[config.mk]
export PLATFORM = sky130hd
export DESIGN_NAME = shift_seq
export DESIGN_NICKNAME = d
export VERILOG_FILES = /design/src/rtl/shift_seq.sv
export SDC_FILE = /design/constraint.sdc
export NUM_CORES = 1
export LEC_CHECK = 0
export ABC_AREA = 1
export BUFFER_PORTS_ARGS = -buffer_cell sky130_fd_sc_hd__buf_2
export CORE_UTILIZATION = 25
export DETAILED_ROUTE_END_ITERATION = 10
export PLACE_DENSITY = 0.4
export SKIP_CTS_REPAIR_TIMING = 1
export SLEW_MARGIN = 40
export SYNTH_ARGS = -nofsm -noshare
export SYNTH_HDL_FRONTEND = slang
export SYNTH_SLANG_ARGS = --single-unit
[constraint.sdc]
create_clock -name clk -period 1.6 [get_ports clk]
set_input_delay 0.08 -clock clk [delete_from_list [all_inputs] [get_ports clk]]
set_output_delay 0.08 -clock clk [all_outputs]
set_load 0.05 [all_outputs]
[src/rtl/shift_seq.sv]
// Multi-cycle shifter, one bit position per clock; optional illegal-op flag via SHSEQ_ERR_EN.
// Latency: out_valid amt+1 cycles after accept; one request per amt+2 cycles.
// Backpressure: in_ready only in IDLE; the result holds in DONE until out_ready.
module shift_seq #(
  parameter int WIDTH = 4,
  parameter int CNT_W = 2
) (
  input  logic             clk,
  input  logic             rst_n,
  input  logic             in_valid,
  output logic             in_ready,
  input  logic [WIDTH-1:0] in_data,
  input  logic [2:0]       in_op,
  input  logic [CNT_W-1:0] in_amt,
  output logic             out_valid,
  input  logic             out_ready,
  output logic [WIDTH-1:0] out_data,
  output logic             out_ovf,
  output logic             busy
`ifdef SHSEQ_ERR_EN
  ,
  output logic             out_err
`endif
);

  localparam logic [1:0] S_IDLE  = 2'd0;
  localparam logic [1:0] S_SHIFT = 2'd1;
  localparam logic [1:0] S_DONE  = 2'd2;

  logic [1:0]       state;
  logic [WIDTH-1:0] data_q;
  logic [2:0]       op_q;
  logic [CNT_W-1:0] cnt_q;
  logic             ovf_q;
  logic [WIDTH-1:0] step_data;
  logic             step_ovf;

  // One bit-position step of the captured opcode; illegal opcodes pass through.
  always_comb begin
    step_data = data_q;
    step_ovf  = 1'b0;
    case (op_q)
      3'b000: begin
        step_data = {data_q[WIDTH-2:0], 1'b0};
        step_ovf  = data_q[WIDTH-1];
      end
      3'b001: step_data = {1'b0, data_q[WIDTH-1:1]};
      3'b010: step_data = {data_q[WIDTH-1], data_q[WIDTH-1:1]};
      3'b011: step_data = {data_q[WIDTH-2:0], data_q[WIDTH-1]};
      3'b100: step_data = {data_q[0], data_q[WIDTH-1:1]};
      3'b101: begin
        step_data = {data_q[WIDTH-2:0], 1'b0};
        step_ovf  = data_q[WIDTH-1] ^ data_q[WIDTH-2];
      end
      default: ;
    endcase
  end

  always_ff @(posedge clk or negedge rst_n) begin
    if (!rst_n) begin
      state  <= S_IDLE;
      data_q <= '0;
      op_q   <= '0;
      cnt_q  <= '0;
      ovf_q  <= 1'b0;
    end else begin
      case (state)
        S_IDLE: begin
          if (in_valid) begin
            data_q <= in_data;
            op_q   <= in_op;
            cnt_q  <= in_amt;
            ovf_q  <= 1'b0;
            state  <= (in_amt == '0) ? S_DONE : S_SHIFT;
          end
        end
        S_SHIFT: begin
          data_q <= step_data;
          ovf_q  <= ovf_q | step_ovf;
          cnt_q  <= cnt_q - CNT_W'(1);
          if (cnt_q == CNT_W'(1)) state <= S_DONE;
        end
        S_DONE: begin
          if (out_ready) state <= S_IDLE;
        end
        default: state <= S_IDLE;
      endcase
    end
  end

`ifdef SHSEQ_ERR_EN
  logic err_q;

  always_ff @(posedge clk or negedge rst_n) begin
    if (!rst_n) begin
      err_q <= 1'b0;
    end else if (state == S_IDLE && in_valid) begin
      err_q <= in_op[2] & in_op[1];
    end
  end

  assign out_err = err_q;
`endif

  assign in_ready  = (state == S_IDLE);
  assign out_valid = (state == S_DONE);
  assign busy      = (state != S_IDLE);
  assign out_data  = data_q;
  assign out_ovf   = ovf_q;

endmodule
* Yosys cells after proc, flatten, opt, wreduce, memory -nomap -nowiden
Cells that the tools add are included.
** Operators by class
- Add/sub/neg operators :: 1
- Eq/ne operators :: 14
- Muxes and demuxes :: 13
- Bitwise gates (word level) :: 2
- Reductions and logical operators :: 11
** Operator list (number)
- 4-bit case mux with 5 select lines :: 1
- 2-bit two-way mux :: 5
- 4-bit case mux with 2 select lines :: 1
- 3-bit by 2-bit equality test with 1-bit output (second input constant) :: 2
- 3-bit equality test (second input constant) :: 2
- 2-bit inequality test (second input constant) :: 3
- 6-bit by 2-bit inequality test with 1-bit output (second input constant) :: 1
- 2-bit case mux with 3 select lines :: 1
- 3-bit AND reduction :: 2
- 5-bit by 2-bit inequality test with 1-bit output (second input constant) :: 1
- 2-bit by 1-bit equality test with 1-bit output (second input constant) :: 2
- 2-bit logical NOT :: 2
- 4-bit two-way mux :: 1
- 1-bit case mux with 2 select lines :: 2
- 2-bit case mux with 2 select lines :: 1
- 2-bit AND reduction :: 2
- 4-bit AND reduction :: 1
- 2-bit nonzero test :: 2
- 3-bit by 1-bit equality test with 1-bit output (second input constant) :: 1
- 3-bit logical NOT :: 1
- 2-bit equality test (second input constant) :: 1
- 2-bit by 1-bit inequality test with 1-bit output (second input constant) :: 1
- 2-bit OR reduction :: 1
- 2-bit by 1-bit subtractor with 2-bit output (second input constant) :: 1
- 3 further kinds :: 3
** Storage, ports and cells
- Flip-flop bits (word level) :: 12
- Input bits :: 13
- Output and inout bits :: 8

* Depth between registers and ports, before layout
- Word-level depth :: 4
- Depth in mapped cells :: 9
- Gate-level depth less buffers :: 9

* Worst setup path after synthesis
Ideal clock, no wire load.
- Path kind :: register to register
- From :: register state[0]
- To :: register data_q[3] (netlist: out_data[3])
- Library setup time :: 113 ps
- Data arrival time :: 1488 ps
- Setup slack :: 0 ps
- Stages on the path, launching flop included :: 9
- Path buffers :: 0
- Path through :: dfrtp_1 -> nor2_2 -> nand2_4 -> nand2_4 -> nand2_2 -> nor2_1 -> nand3_1 -> nand2_1 -> inv_1
** On the way
- Longest elaborated chain between the ends :: 3
** RTL lines
- from (decl) :: RTL line 30 : logic [1:0] state;
- from (signal assigned) :: RTL line 74 : state <= (in_amt == '0) ? S_DONE : S_SHIFT;
- 2-bit logical NOT *
- named net in_ready :: RTL line 11 : output logic in_ready,
- 2-bit inequality test (no source line) / 2-bit nonzero test (equally long branches)
- 4-bit AND reduction (no source line)
- to (signal assigned) :: RTL line 70 : data_q <= in_data;
- to (signal assigned) :: RTL line 78 : data_q <= step_data;
- to (decl) :: RTL line 31 : logic [WIDTH-1:0] data_q;
The timed path passes the listed nets; every way through them passes the cells marked *.
A chain may end at the register's enable or synchronous reset.

* Worst setup path after layout
- From :: register state[1]
- To :: register data_q[1] (netlist: out_data[1])
** On the way
- Longest elaborated chain between the ends :: 3
** RTL lines
- 2-bit by 1-bit equality test with 1-bit output / 2-bit logical NOT (equally long branches) :: RTL line 67 : case (state)
- 6-bit by 2-bit inequality test with 1-bit output (no source line) (tied with other cells)
- 3-bit AND reduction (no source line)
Parallel ways exist; a longest one is shown, timed or not.

==> impl_metrics.csv <==
group,metric,value,unit
outcome,status,"finished with violations",
outcome,violations,"design-rule violations",
timing,worstMarginPinSlew,306,ps
synth,synth_compound_area_share,9.44,%
run,cap_violations,0,
synth,synth_cell_types,21,
cts,cts-htree-levels,1,
placed_design,place_ws,258,ps
global_route,grt_pass1_wl,3.14,mm
route,vias_per_cell,4.55,
pwr,internal-power,996,µW
critical_path,worst_setup_path_end_kind,"register",
timing,fin_worst_skew,5.33,ps
route,drtIter0Drc,13,
placed_design,place_congestion,0.740,
die,start_util,27.4,%
timing,drv_slew,0,
die,die_area,3360,µm²
synth,synth.area.mux_share,0,%
critical_path,timing.critical_path.buf_inv,2,
synth,synth_xor_area_share,0,%
cts,path_clk_slew,90,ps
timing,max_freq,737,MHz
timing,hold_viol,0,
cts,cts_max_path_buffers,2,
route,drc,1,
die,fp.dieH,57.9,µm
timing,fin_crit_sh,84.8,%
timing,fin_tns_setup,0,ps
critical_path,critPathRequiredTime,1780,ps
synth,synth_top_family_by_area,"simple AND/OR/NAND/NOR gates",
critical_path,path_class,"reg2reg",
layout,final_nets,153,
cts,cts_tree,"done",
critical_path,crit_fanout,12,
route,routed_wl,1.82,mm
critical_path,reg2regPathDepth,8,
layout,n_fill_cell,326,
route,wire_per_inst,10.8,µm
timing,rsz0062_at_grt,"false",
layout,layout-drive-gt1-share,26.8,%
synth,ys_seq_area_share,38.4,%
pwr,peakVddDrop,0.000719,V
die,core-area,2850,µm²
global_route,grtUsageTotal,12.6,%
timing,whs,50.7,ps
pwr,p_leak,0.539,nW
critical_path,arrival,1530,ps
synth,synthAdderAreaFrac,1.60,%
pwr,p_sw_share,56.0,%
pwr,pwr-share-comb,61.4,%
synth,ys_warn_count,0,
route,drtAntennaViolNets,0,
placed_design,hpwl,1.43,mm
pwr,power_density,2360,nW/µm²
timing,fin_ws,243,ps
cts,clk_latency,280,ps
pwr,switchingPower,1.27,mW
die,num_io_pins,21,
cts,cts-root-buf,"clkbuf_4",
synth,synth.avg_cell_area,6.86,µm²
global_route,grt_pass1_vias,738,
critical_path,worst_path_max_delay_cell,"dfrtp_1",
synth,synth-seq-cells,12,
timing,final.min_clock_period,1360,ps
global_route,grt_overflow,0,
layout,diodes,0,
critical_path,crit_family,"flip-flops",
critical_path,r2r-end,"out_data[1]",
die,rows,19,
worst_hold_path,min_to,"op_q[0]",
route,dr.pass1.iters,7,
global_route,grt_max_degree,13,
critical_path,path_common_cell,"nor2_1",
cts,cts_buffers,3,
synth,postSynthCellCount,114,
worst_hold_path,whs_path_depth,3,
critical_path,r2r-start,"state[1]",
die,die_w,57.9,µm
timing,finalSetupViolCount,0,
route,vias,769,
layout,syn_to_final_growth,22.9,%
global_route,antenna_found_initial,0,
pwr,power_frac_seq,27.4,%
critical_path,critical-path-max-stage-delay,410,ps
placed_design,portBuffers,20,
critical_path,regToRegSetupSlack,240,ps
timing,slew_headroom,79.6,%
worst_hold_path,hp-class,"in2reg",
critical_path,cp_cell_sequence,"inv_1, nand2_4, inv_2, o21ai_1, a21boi_1, nand2_1, nor2_1, nor2_1",
synth,syn_area,782,µm²
synth,synth-simple-area-share,41.4,%
critical_path,crit_path_start_kind,"register",
cts,cts_sinks,12,
pwr,power.share.clock,11.2,%
synth,syn-num-nets,128,
worst_hold_path,hold_path.startpoint,"in_op[0]",
[final cells by class]
class	count	area [µm²]	area share [%]
clock buffer	4	36.3	3.78
inverter	16	60.1	6.25
multi-input combinational	85	415	43.2
sequential	12	300	31.2
tap	31	38.8	4.04
timing repair buffer	21	110	11.5
[routing by layer]
metal	global-route usage, %	vias up	wire (µm)
met5	0	-	0
met4	5.10	0	18
met3	4.69	2	73
met2	21.3	15	864
met1	14.3	348	862
li1	-	404	-
[power groups by stage]
stage | sequential (mW) | combinational, mW | clock, mW
6_report | 0.622 | 1.39 | 0.253
5_1_grt | 0.648 | 1.56 | 0.284
4_1_cts | 0.624 | 1.41 | 0.270
3_5_place_dp | 0.628 | 1.41 | 0
3_3_place_gp | 0.630 | 1.41 | 0
2_1_floorplan | 0.812 | 0.939 | 0
[per-stage QoR]
step                      total power, mW  cell area, µm²  std cells  utilization (%)
after global placement               2.04             915        164             32.1
after CTS                            2.30             951        168             33.3
after detailed placement             2.04             915        164             32.1
final                                2.27             961        169             33.7
after global routing                 2.49             961        169             33.7
after floorplan                      1.75             787        114                -
[cells by family after synthesis]
kind of cell    after synthesis
compound gates               12
fa+ha+maj                     1
buf+inv                      17
flops                        12
simple gates                 72
[how the worst max path moves through the flow]
stage	from	endpoint	slack [ps]	cells after the start
after floorplan	state[0]	state[1]	120	3
after detailed placement	state[1]	out_data[1]	260	8
final	state[1]	out_data[1]	240	8
after global placement	state[1]	out_data[1]	290	8
after global routing	state[1]	out_data[2]	90	9
after CTS	state[1]	out_data[1]	230	8
[cells in the final DEF, fill, tap and decap left out, drive strengths merged]
cell         instances
nand2               38
nor2                22
buf                 20
inv                 16
dfrtp               12
nand3                9
o21ai                5
clkbuf               4
a21oi                3
nand4                2
a21boi               2
o31ai                1
o22ai                1
or2                  1
ha                   1
dlygate4sd3          1
[tightest hold or removal path: cells and delay by family]
family	cells	cell delay [ps]
AO/OA/AOI/OAI	1	100
AND/OR/NAND/NOR	1	30
buffers and inverters	1	80
[flip-flops by register name, indices dropped and copies added, names as in the netlist]
register  flops
out_ovf       1
out_data      4
op_q          3
cnt_q         2
state         2
[synthesized netlist by cell type]
| library cell | n | area share, % |
|---|---|---|
| nand3_1 | 8 | 5.1 |
| nand2_2 | 1 | 0.80 |
| nor2_1 | 20 | 9.6 |
| a21oi_1 | 3 | 1.9 |
| nand2_1 | 34 | 16 |
| ha_1 | 1 | 1.6 |
| o21ai_0 | 4 | 2.6 |
| or2_2 | 1 | 0.80 |
| nand2_4 | 3 | 4.3 |
| nand4_1 | 2 | 1.6 |
| nor2_2 | 2 | 1.6 |
| o31ai_2 | 1 | 1.6 |
| inv_1 | 12 | 5.8 |
| a21boi_1 | 1 | 0.96 |
| buf_6 | 1 | 1.4 |
| o21ai_1 | 1 | 0.64 |
| a21boi_0 | 1 | 0.96 |
| dfrtp_1 | 12 | 38 |
| inv_2 | 4 | 1.9 |
| o22ai_1 | 1 | 0.80 |
| nand3_2 | 1 | 1.3 |
Note: power is estimated with default switching activity, not from simulation.
